<file path="config.mk">
export PLATFORM = sky130hd
export DESIGN_NAME = aludec_mc
export DESIGN_NICKNAME = d
export VERILOG_FILES = /design/src/rtl/aludec_pkg.sv /design/src/rtl/aludec_mc_comb.sv /design/src/rtl/aludec_mc.sv
export SDC_FILE = /design/constraint.sdc
export NUM_CORES = 1
export LEC_CHECK = 0
export ABC_CLOCK_PERIOD_IN_PS = 1300
export BUFFER_PORTS_ARGS = -buffer_cell sky130_fd_sc_hd__buf_2
export CORE_MARGIN = 2
export CORE_UTILIZATION = 44
export DETAILED_ROUTE_END_ITERATION = 16
export GPL_ROUTABILITY_DRIVEN = 0
export PLACE_DENSITY = 0.74
export SLEW_MARGIN = 25
export SYNTH_ARGS = -nofsm -noshare
export SYNTH_HDL_FRONTEND = slang
export SYNTH_SLANG_ARGS = --single-unit
</file>
<file path="constraint.sdc">
create_clock -name clk -period 1.3 [get_ports clk]
set_input_delay 0.195 -clock clk [delete_from_list [all_inputs] [get_ports clk]]
set_output_delay 0.195 -clock clk [all_outputs]
set_load 0.1 [all_outputs]
</file>
<file path="src/rtl/aludec_pkg.sv">
// Shared types and constants for the registered ALU control decoder.
// ALUDEC_DIV_EN enables the multi-cycle SDIV decode.
package aludec_pkg;

  localparam int unsigned FUNCT_W = 11;
  localparam int unsigned ALUOP_W = 2;
  localparam int unsigned CODE_W  = 4;

  typedef enum logic [1:0] {
    ALUOP_MEM = 2'b00,
    ALUOP_BR  = 2'b01,
    ALUOP_R   = 2'b10,
    ALUOP_R2  = 2'b11
  } aluop_e;

  typedef enum logic {
    IDLE = 1'b0,
    BUSY = 1'b1
  } state_e;

  localparam logic [FUNCT_W-1:0] FUNCT_ADD  = 11'b10001011000;
  // ADDI ignores funct[0]; only bits [10:1] are compared
  localparam logic [FUNCT_W-1:0] FUNCT_ADDI = 11'b10010001000;
  localparam logic [FUNCT_W-1:0] FUNCT_SUB  = 11'b11001011000;
  localparam logic [FUNCT_W-1:0] FUNCT_AND  = 11'b10001010000;
  localparam logic [FUNCT_W-1:0] FUNCT_ORR  = 11'b10101010000;
  localparam logic [FUNCT_W-1:0] FUNCT_EOR  = 11'b11001010000;
  localparam logic [FUNCT_W-1:0] FUNCT_LSL  = 11'b11010011011;
  localparam logic [FUNCT_W-1:0] FUNCT_LSR  = 11'b11010011010;
  localparam logic [FUNCT_W-1:0] FUNCT_MUL  = 11'b10011011000;
  localparam logic [FUNCT_W-1:0] FUNCT_SDIV = 11'b10011010110;

  localparam logic [CODE_W-1:0] ALU_AND  = 4'b0000;
  localparam logic [CODE_W-1:0] ALU_ORR  = 4'b0001;
  localparam logic [CODE_W-1:0] ALU_ADD  = 4'b0010;
  localparam logic [CODE_W-1:0] ALU_EOR  = 4'b0011;
  localparam logic [CODE_W-1:0] ALU_SUB  = 4'b0110;
  localparam logic [CODE_W-1:0] ALU_BR   = 4'b0111;
  localparam logic [CODE_W-1:0] ALU_LSL  = 4'b1000;
  localparam logic [CODE_W-1:0] ALU_LSR  = 4'b1001;
  localparam logic [CODE_W-1:0] ALU_MUL  = 4'b1010;
  localparam logic [CODE_W-1:0] ALU_SDIV = 4'b1011;

  function automatic logic is_multicycle(input logic [CODE_W-1:0] code);
`ifdef ALUDEC_DIV_EN
    return (code == ALU_MUL) || (code == ALU_SDIV);
`else
    return (code == ALU_MUL);
`endif
  endfunction

endpackage

</file>
<file path="src/rtl/aludec_mc_comb.sv">
// Pure ALU control decode: aluop/funct -> code, illegal flag, multi-cycle flag.
// ALUDEC_DIV_EN enables SDIV; otherwise its funct decodes as illegal.
module aludec_mc_comb
  import aludec_pkg::*;
(
  input  logic [ALUOP_W-1:0] aluop,
  input  logic [FUNCT_W-1:0] funct,
  output logic [CODE_W-1:0]  code,
  output logic               illegal,
  output logic               multicycle
);

  always_comb begin
    code    = ALU_AND;
    illegal = 1'b0;
    case (aluop)
      ALUOP_MEM: code = ALU_ADD;
      ALUOP_BR:  code = ALU_BR;
      default: begin
        if (funct[FUNCT_W-1:1] == FUNCT_ADDI[FUNCT_W-1:1]) begin
          code = ALU_ADD;
        end else begin
          case (funct)
            FUNCT_ADD:  code = ALU_ADD;
            FUNCT_SUB:  code = ALU_SUB;
            FUNCT_AND:  code = ALU_AND;
            FUNCT_ORR:  code = ALU_ORR;
            FUNCT_EOR:  code = ALU_EOR;
            FUNCT_LSL:  code = ALU_LSL;
            FUNCT_LSR:  code = ALU_LSR;
            FUNCT_MUL:  code = ALU_MUL;
`ifdef ALUDEC_DIV_EN
            FUNCT_SDIV: code = ALU_SDIV;
`endif
            default: begin
              code    = ALU_AND;
              illegal = 1'b1;
            end
          endcase
        end
      end
    endcase
  end

  assign multicycle = is_multicycle(code);

endmodule

</file>
<file path="src/rtl/aludec_mc.sv">
// Registered ALU control decoder with multi-cycle MUL/SDIV sequencing and stall request.
// ALUDEC_DIV_EN enables multi-cycle SDIV with DIV_LAT cycles.
module aludec_mc
  import aludec_pkg::*;
#(
  parameter int unsigned CTRL_W  = 4,
  parameter int unsigned MUL_LAT = 3,
  parameter int unsigned DIV_LAT = 8,
  parameter int unsigned CNT_W   = 4
) (
  input  logic              clk,
  input  logic              reset,
  input  logic              in_valid,
  input  logic [10:0]       funct,
  input  logic [1:0]        aluop,
  input  logic              stall_in,
  input  logic              flush,
  output logic              out_valid,
  output logic [CTRL_W-1:0] alucontrol,
  output logic              illegal,
  output logic              mc_busy,
  output logic              stall_req,
  output logic              mc_done
);

  localparam int unsigned MAX_LAT = (MUL_LAT > DIV_LAT) ? MUL_LAT : DIV_LAT;

  // Reject parameter sets the counter or code width cannot represent
  if (CTRL_W < 4 || MUL_LAT < 1 || DIV_LAT < 1 || (32'd1 << CNT_W) <= MAX_LAT) begin : g_param_err
    $error("aludec_mc: invalid parameter set");
  end

  logic [CODE_W-1:0] dec_code;
  logic              dec_illegal;
  logic              dec_mc;

  aludec_mc_comb u_comb (
    .aluop      (aluop),
    .funct      (funct),
    .code       (dec_code),
    .illegal    (dec_illegal),
    .multicycle (dec_mc)
  );

  state_e            state, state_nxt;
  logic [CNT_W-1:0]  cnt, cnt_nxt;
  logic [CNT_W-1:0]  mc_lat;
  logic              out_valid_nxt;
  logic [CTRL_W-1:0] alucontrol_nxt;
  logic              illegal_nxt;
  logic              mc_busy_nxt;
  logic              mc_done_nxt;
  logic              accept;

  assign accept = in_valid & ~stall_in & ~mc_busy;

  // Latency of the multi-cycle op currently being decoded
  always_comb begin
    mc_lat = CNT_W'(MUL_LAT);
`ifdef ALUDEC_DIV_EN
    if (dec_code == ALU_SDIV) mc_lat = CNT_W'(DIV_LAT);
`endif
  end

  always_ff @(posedge clk) begin
    if (reset) begin
      state      <= IDLE;
      cnt        <= '0;
      out_valid  <= 1'b0;
      alucontrol <= '0;
      illegal    <= 1'b0;
      mc_busy    <= 1'b0;
      mc_done    <= 1'b0;
    end else begin
      state      <= state_nxt;
      cnt        <= cnt_nxt;
      out_valid  <= out_valid_nxt;
      alucontrol <= alucontrol_nxt;
      illegal    <= illegal_nxt;
      mc_busy    <= mc_busy_nxt;
      mc_done    <= mc_done_nxt;
    end
  end

  always_comb begin
    state_nxt      = state;
    cnt_nxt        = cnt;
    out_valid_nxt  = out_valid;
    alucontrol_nxt = alucontrol;
    illegal_nxt    = illegal;
    mc_busy_nxt    = mc_busy;
    mc_done_nxt    = 1'b0;

    if (flush) begin
      state_nxt      = IDLE;
      cnt_nxt        = '0;
      out_valid_nxt  = 1'b0;
      alucontrol_nxt = '0;
      illegal_nxt    = 1'b0;
      mc_busy_nxt    = 1'b0;
    end else begin
      case (state)
        IDLE: begin
          if (accept) begin
            out_valid_nxt  = 1'b1;
            alucontrol_nxt = CTRL_W'(dec_code);
            illegal_nxt    = dec_illegal;
            if (dec_mc) begin
              if (mc_lat > CNT_W'(1)) begin
                state_nxt   = BUSY;
                cnt_nxt     = mc_lat - CNT_W'(1);
                mc_busy_nxt = 1'b1;
              end else begin
                mc_done_nxt = 1'b1;
              end
            end
          end else if (!stall_in) begin
            out_valid_nxt = 1'b0;
          end
        end
        BUSY: begin
          // Counter is frozen while the hazard unit stalls the pipeline
          if (!stall_in) begin
            if (cnt == CNT_W'(1)) begin
              state_nxt   = IDLE;
              cnt_nxt     = '0;
              mc_busy_nxt = 1'b0;
              mc_done_nxt = 1'b1;
            end else begin
              cnt_nxt = cnt - CNT_W'(1);
            end
          end
        end
        default: state_nxt = IDLE;
      endcase
    end
  end

  assign stall_req = mc_busy;

endmodule

</file>
After elaboration in Yosys (flattened, before gate mapping)
Index checks and enable logic that the tools add are counted.
{"block": "classes", "n_addsub": 1, "eq_ne": 17, "n_mux": 26, "bitwise_logic": 5, "n_reduce_logical": 8}
{"op": "11-bit equality test, second input constant", "n": 8}
{"op": "4-bit case mux with 7 select lines", "n": 1}
{"op": "4-bit 2-to-1 mux", "n": 5}
{"op": "4-bit case mux with 2 select lines", "n": 2}
{"op": "1-bit 2-to-1 mux", "n": 15}
{"op": "10-bit equality test, second input constant", "n": 1}
{"op": "8-bit OR reduction", "n": 1}
{"op": "2-bit inequality test, second input constant", "n": 3}
{"op": "1-bit case mux with 2 select lines", "n": 3}
{"op": "4-bit by 1-bit equality test with 1-bit output, second input constant", "n": 1}
{"op": "4-bit equality test, second input constant", "n": 1}
{"op": "2-bit by 1-bit inequality test with 1-bit output, second input constant", "n": 2}
{"op": "2-bit AND reduction", "n": 2}
{"op": "4-bit AND reduction", "n": 1}
{"op": "2-bit OR reduction", "n": 2}
{"op": "4-bit by 1-bit subtractor with 4-bit output, second input constant", "n": 1}
{"op": "1-bit NOT", "n": 3}
{"op": "3-bit AND reduction", "n": 1}
{"op": "1-bit bitwise AND", "n": 2}
{"op": "2-bit by 1-bit equality test with 1-bit output, second input constant", "n": 1}
{"op": "2-bit zero test", "n": 1}
{"block": "word_totals", "reg_bits": 13, "in_bits": 18, "out_inout_bits": 9, "word_cells": 64}

Longest topological paths before layout
Gate-level depths: netlist (run 1).
{"block": "depth", "depth_word": 8, "mapped_depth": 6, "ltp_nobuf": 6}

By module
From an unflattened synthesis (run 1), not the netlist that was laid out.
{"block": "hier_totals", "hier_cells": 100, "hier_area_um2": 838.3}
{"mod": "aludec_mc", "n_inst": 1, "cells_each": 63, "area_each_um2": 586.8, "seq_area_each_um2": 260.2}
{"mod": "aludec_mc_comb", "n_inst": 1, "cells_each": 37, "area_each_um2": 251.5, "seq_area_each_um2": 0.0}

Least setup slack after synthesis (run 1)
Ideal clock, no wire load.
{"block": "synth_path", "path_kind": "register to register", "startpoint": "reg mc_busy", "endpoint": "reg cnt[2]", "setup_ns": 0.130, "arrival_time_ns": 1.782, "required_time_ns": 1.170, "setup_slack_ns": -0.612, "path_stages_with_launch": 4, "n_path_buf": 0, "synth_period_minus_slack_ns": 1.912, "cell_sequence": "dfxtp_1 -> or4bb_1 -> nor4_4 -> a31oi_1"}
{"block": "synth_via", "elab_chain_len": 4}
{"item": "start: declaration", "line_no": "aludec_mc.sv:21", "text": "output logic mc_busy,"}
{"item": "start signal: assignment", "line_no": "aludec_mc.sv:80", "text": "mc_busy <= mc_busy_nxt;"}
{"item": "1-bit NOT", "line_no": "aludec_mc.sv:55", "text": "assign accept = in_valid & ~stall_in & ~mc_busy;"}
{"item": "1-bit bitwise AND", "line_no": "aludec_mc.sv:55"}
{"item": "2-bit inequality test (no source line)"}
{"item": "3-bit AND reduction (no source line)"}
{"item": "end signal: assignment", "line_no": "aludec_mc.sv:76", "text": "cnt <= cnt_nxt;"}
{"item": "end: declaration", "line_no": "aludec_mc.sv:46", "text": "logic [CNT_W-1:0] cnt, cnt_nxt;"}
Every way passes these cells.
A chain may end at the register's enable or synchronous reset.

Final worst setup path (run 1)
{"block": "layout_path", "startpoint": "reg mc_busy", "endpoint": "reg cnt[3]"}
The elaborated chain is that of the path after synthesis.

==> flow_summary_export.csv, run 1 <==
group,metric,value,unit
status,status,"finished, violations left",
status,violations,"setup timing",
logic_synthesis,synth_edf_count,0,
cells_and_area,num-fill-cells,144,
setup_path,required,1460,ps
placed_design,portBuffers,26,
timing,slew_headroom,64.4,%
clocking,numCtsBuffers,3,
setup_path,end_kind,"register",
logic_synthesis,postSynthCellCount,93,
placed_design,numPlacedInstances,166,
timing,setup_slack,-138,ps
logic_synthesis,synth-seq-cells,13,
setup_path,worst_ep_arrival_time,1600,ps
job,drv_cap,0,
min_path,hold_class,"input pin to register",
timing,slew_violations,0,
min_path,hold_end,"out_valid",
min_path,hold_path_depth,3,
grt,antenna_found_initial,0,
timing,hold_slack,223,ps
cells_and_area,final_nets,168,
grt,grtUsageTotal,24.8,%
floorplanning,fp.dieW,47.6,um
floorplanning,io_pins,27,
timing,layout_min_cycle_time,1440,ps
routing,post_drt_wl_per_cell,14.2,um
power,powerDensity,669,nW/um2
setup_path,rr_endpoint,"cnt[3]",
logic_synthesis,synth.avg_cell_area,8.99,um2
grt,grt.overflow.total,0,
grt,grt_pass1_vias,902,
timing,rsz0062_at_grt,"true",
clocking,holdBufCountCts,0,
min_path,worstHoldStart,"reset",
routing,viasPerCell,5.61,
timing,final.setup.tns,-738,ps
timing,fin_crit_sh,111,%
logic_synthesis,yosysUniqueCellTypes,47,
setup_path,r2r-start,"mc_busy",
clocking,clk_root_buffer_cell,"clkbuf_4",
setup_path,r2r_slack,-140,ps
cells_and_area,regArea,267,um2
floorplanning,rows,15,
timing,worstMarginPinSlew,533,ps
routing,drc,0,
setup_path,reg2regPathDepth,3,
setup_path,crit_type,"register to register",
timing,setup_violations,9,
cells_and_area,drive_gt1_share,53.7,%
setup_path,crit_path_start_kind,"register",
timing,hold_violations,0,
floorplanning,fp.dieH,47.6,um
floorplanning,initial_core_util,47.4,%
routing,wl,2.44,mm
routing,vias,965,
setup_path,cp_max_fo,5,
clocking,clk_path_buf_depth,2,
clocking,ctsHtreeMaxLevel,1,
routing,ant_nets,0,
floorplanning,core-area,1760,um2
power,irDropWorstVdd,0.000494,V
placed_design,hpwl,1.91,mm
timing,fin_skew,5.90,ps
routing,drtPass1Iterations,4,
cells_and_area,diodes,0,
grt,grt_pass1_wl,3.91,mm
cells_and_area,syn_to_final_growth,57.9,%
logic_synthesis,ys.flop_type,"dfxtp_1",
floorplanning,dieArea,2260,um2
cells_and_area,final_cell_mix,"buf_4, buf_2, dfxtp_1",
logic_synthesis,netlist_area,836,um2
power,p_leak,0.000561,uW
cells_and_area,layoutNonFillerInstCount,172,
clocking,path_clk_slew,90,ps
clocking,cts_tree,"yes",
cells_and_area,final_common_cell,"buf_4",
routing,dr.first_iter.drc_count,45,
timing,fmax,696,MHz
logic_synthesis,ys_seq_area_share,31.1,%
cells_and_area,multiInputGateArea,616,um2
clocking,clkLatencyLatePin,280,ps
logic_synthesis,synth_fp_nets,113,
logic_synthesis,ys_warn_count,0,
logic_synthesis,ys_async_sr_fraction,0,%
grt,grt_max_degree,12,
clocking,cts_sinks,13,
## critical path: stages (launching register included)
cell     delay, ps
dfxtp_4        370
or4bb_4        520
nor4_4         280
o21ai_1        140
## state kept, by name, summed over array words and instances, names as in the netlist
signal      cells
cnt             4
out_valid       1
mc_done         1
alucontrol      4
illegal         1
state           1
mc_busy         1
## cell families (layout without fill, tap and decap cells)
group / after synthesis / after routing / share of synthesized area, %
adder cells (fa/ha/maj): 2 / 2 / 2.99
AO/OA/AOI/OAI: 26 / 26 / 23.7
AND/OR/NAND/NOR: 43 / 43 / 36.1
buffers and inverters: 7 / 61 / 3.74
XOR/XNOR: 1 / 1 / 1.05
flip-flops: 13 / 13 / 31.1
multiplexers: 1 / 1 / 1.35
## stage by stage
stage                     total power [uW]  area (um2)  setup slack, ps  utilization (%)
final                                  883        1320             -138             74.8
after global routing                   915        1320             -167             74.8
after CTS                              869        1280             -127             72.8
after detailed placement               612        1230             -336             69.5
after global placement                 607        1230             -268             69.5
after floorplan                        511         872             -153                -
## power breakdown
part           total (uW)  internal [uW]  leakage, uW  switching, uW
registers             403            401     0.000107           2.22
logic                 217           98.5     0.000439            119
clock network         263            119    0.0000150            144
total                 883            618     0.000561            265
## cell usage after synthesis (2+ instances only)
library cell  count  area [um2]
nand2b_1          2        12.5
a21oi_1           3        15.0
o221a_2           2        22.5
nor2_1            4        15.0
o21a_1            2        15.0
nor4_1            3        18.8
nor2b_1           3        18.8
nand3_1           6        30.0
nor3_1            2        10.0
nand4_1           3        18.8
dfxtp_1          13         260
o21ai_0           5        25.0
nand2_1           4        15.0
nor4b_1           2        17.5
ha_1              2        25.0
or2_2             2        12.5
inv_1             4        15.0
o2111ai_1         2        17.5
## cell type report
class,instances,share of cell area [%]
clock buffer,4,1.99
inverter,4,1.14
multi-input combinational,73,46.6
sequential,13,20.2
tap,25,2.37
timing repair buffer,53,27.7
## how the worst max path moves through the flow
stage | from | endpoint | slack [ps] | depth (start not counted)
after floorplan | mc_busy | cnt[2] | -150 | 3
after global placement | funct[2] | cnt[0] | -270 | 5
after detailed placement | funct[2] | cnt[3] | -340 | 5
after CTS | mc_busy | cnt[3] | -130 | 3
after global routing | mc_busy | cnt[0] | -170 | 3
final | mc_busy | cnt[3] | -140 | 3
## routing by layer
metal  up-vias  wire (um)  GRT usage [%]  share of wire [%]
met5         -          0              0                  0
met4         0         41           8.11                1.7
met3         4        198           5.66                8.1
met2        47       1090           38.4                 45
met1       442       1110           34.2                 46
li1        472          -              -                  -
## what timing repair did
action                     in CTS  in global routing
gates resized for setup         4                  9
setup buffers                   1                  1
setup endpoints to repair       9                 14
pin swaps                       5                  3
No activity file was read; power rests on OpenSTA's default activity.
==> run 2: changes to the inputs <==
--- a/config.mk
+++ b/config.mk
@@ -11,7 +11,7 @@
 export CORE_UTILIZATION = 44
 export DETAILED_ROUTE_END_ITERATION = 16
 export GPL_ROUTABILITY_DRIVEN = 0
-export PLACE_DENSITY = 0.74
+export PLACE_DENSITY = 0.77
 export SLEW_MARGIN = 25
 export SYNTH_ARGS = -nofsm -noshare
 export SYNTH_HDL_FRONTEND = slang
==> flow_summary_export.csv, run 2 (synthesized netlist as in run 1, its figures left out) <==
group,metric,value,unit
placed_design,numPlacedInstances,168,
routing,ant_nets,0,
clocking,clkLatencyLatePin,280,ps
timing,rsz0062_at_grt,"true",
min_path,hold_class,"input pin to register",
timing,fmax,686,MHz
clocking,clk_path_buf_depth,2,
power,internal-power,621,uW
routing,viasPerCell,5.99,
cells_and_area,multiInputGateArea,628,um2
power,p_leak,0.000580,uW
setup_path,r2r-start,"mc_busy",
setup_path,required,1440,ps
floorplanning,io_pins,27,
floorplanning,initial_core_util,47.4,%
routing,wl,2.84,mm
timing,slew_headroom,67.3,%
setup_path,crit_type,"register to register",
setup_path,crit_path_start_kind,"register",
routing,dr.first_iter.drc_count,23,
status,violations,"setup timing",
clocking,clk_root_buffer_cell,"clkbuf_4",
floorplanning,fp.dieH,47.6,um
cells_and_area,final_cell_mix,"buf_4, buf_2, dfxtp_1",
timing,slew_violations,0,
floorplanning,core-area,1760,um2
power,switchingPower,262,uW
floorplanning,fp.dieW,47.6,um
routing,vias,1049,
timing,worstMarginPinSlew,494,ps
grt,grt_max_degree,12,
cells_and_area,regArea,267,um2
cells_and_area,num-fill-cells,138,
setup_path,worst_ep_arrival_time,1600,ps
power,p_seq_share,45.7,%
power,power.share.combinational,25.8,%
power,p_sw_share,29.6,%
cells_and_area,fin_util,76.9,%
timing,fin_crit_sh,112,%
clocking,cts_sinks,13,
setup_path,rr_endpoint,"cnt[0]",
power,irDropWorstVdd,0.000514,V
setup_path,r2r_slack,-160,ps
timing,final.setup.tns,-790,ps
grt,grt.overflow.total,0,
placed_design,portBuffers,26,
setup_path,cp-startpoint,"mc_busy",
cells_and_area,final_nets,171,
grt,grt_pass1_wl,3.84,mm
routing,post_drt_wl_per_cell,16.2,um
routing,drtPass1Iterations,4,
cells_and_area,syn_to_final_growth,62.3,%
grt,grtUsageTotal,24.4,%
cells_and_area,final_common_cell,"buf_4",
setup_path,end_kind,"register",
timing,setup_violations,9,
job,drv_cap,0,
cells_and_area,diodes,0,
floorplanning,rows,15,
power,clkPwrFrac,28.5,%
clocking,numCtsBuffers,3,
setup_path,endpoint,"cnt[0]",
timing,layout_min_cycle_time,1460,ps
clocking,path_clk_slew,80,ps
setup_path,reg2regPathDepth,3,
placed_design,hpwl,1.95,mm
timing,fin_skew,6.56,ps
clocking,ctsHtreeMaxLevel,1,
floorplanning,dieArea,2260,um2
setup_path,cp_max_fo,5,
timing,hold_violations,0,
clocking,cts_tree,"yes",
grt,grt_pass1_vias,915,
routing,drc,0,
grt,antenna_found_initial,0,
cells_and_area,largestRegisters,"alucontrol: 4 flops, cnt: 4 flops",
timing,setup_slack,-157,ps
status,status,"finished, violations left",
cells_and_area,drive_gt1_share,56.0,%
cells_and_area,layoutNonFillerInstCount,175,
power,powerDensity,651,nW/um2
==> run 2: power groups by stage <==
stage,combinational (uW),sequential [uW],clock [uW]
6_report,228,403,252
5_1_grt,241,403,264
4_1_cts,213,403,252
3_5_place_dp,205,412,0
3_3_place_gp,200,412,0
2_1_floorplan,65.6,446,0
==> run 2: timing repair <==
item | in CTS | in global routing
hold buffers | 0 | 0
setup endpoints to repair | 11 | 12
gates cloned | 0 | 0
buffers inserted | 1 | 2
pin swaps | 4 | 2
resized for setup | 10 | 6
==> run 2: metrics by stage <==
stage                     power [uW]  cell area, um2  hold WS (ps)  worst slack [ps]
final                            882            1360           254              -157
after global routing             909            1360           266              -205
after CTS                        868            1310           249              -154
after detailed placement         618            1240           470              -370
after global placement           612            1240           449              -249
after floorplan                  511             872           384              -153
==> run 2: cell type report <==
cell class | instances | area share [%]
multi-input combinational | 73 | 46.3
timing repair buffer | 56 | 28.7
sequential | 13 | 19.6
tap | 25 | 2.31
clock buffer | 4 | 1.94
inverter | 4 | 1.11
==> run 2: worst min-delay path by stage <==
stage	from	end	depth (start not counted)
final	flush	out_valid	3
after global routing	flush	out_valid	3
after CTS	flush	out_valid	3
after detailed placement	out_valid	out_valid	2
after global placement	illegal	illegal	2
after floorplan	reset	out_valid	2
==> run 2: layer usage <==
metal  track usage (%)  vias up  part of all wire [%]
li1                  -      482                     -
met5                 0        -                     0
met4              9.73        0                   3.1
met2              44.6       44                    52
met1              28.5      514                    41
met3              3.40        9                   4.4
==> run 2: worst max-delay path: stages, from the launching register on <==
cell,delay [ps]
dfxtp_4,370
or4bb_4,530
nor4_4,270
o32ai_1,150
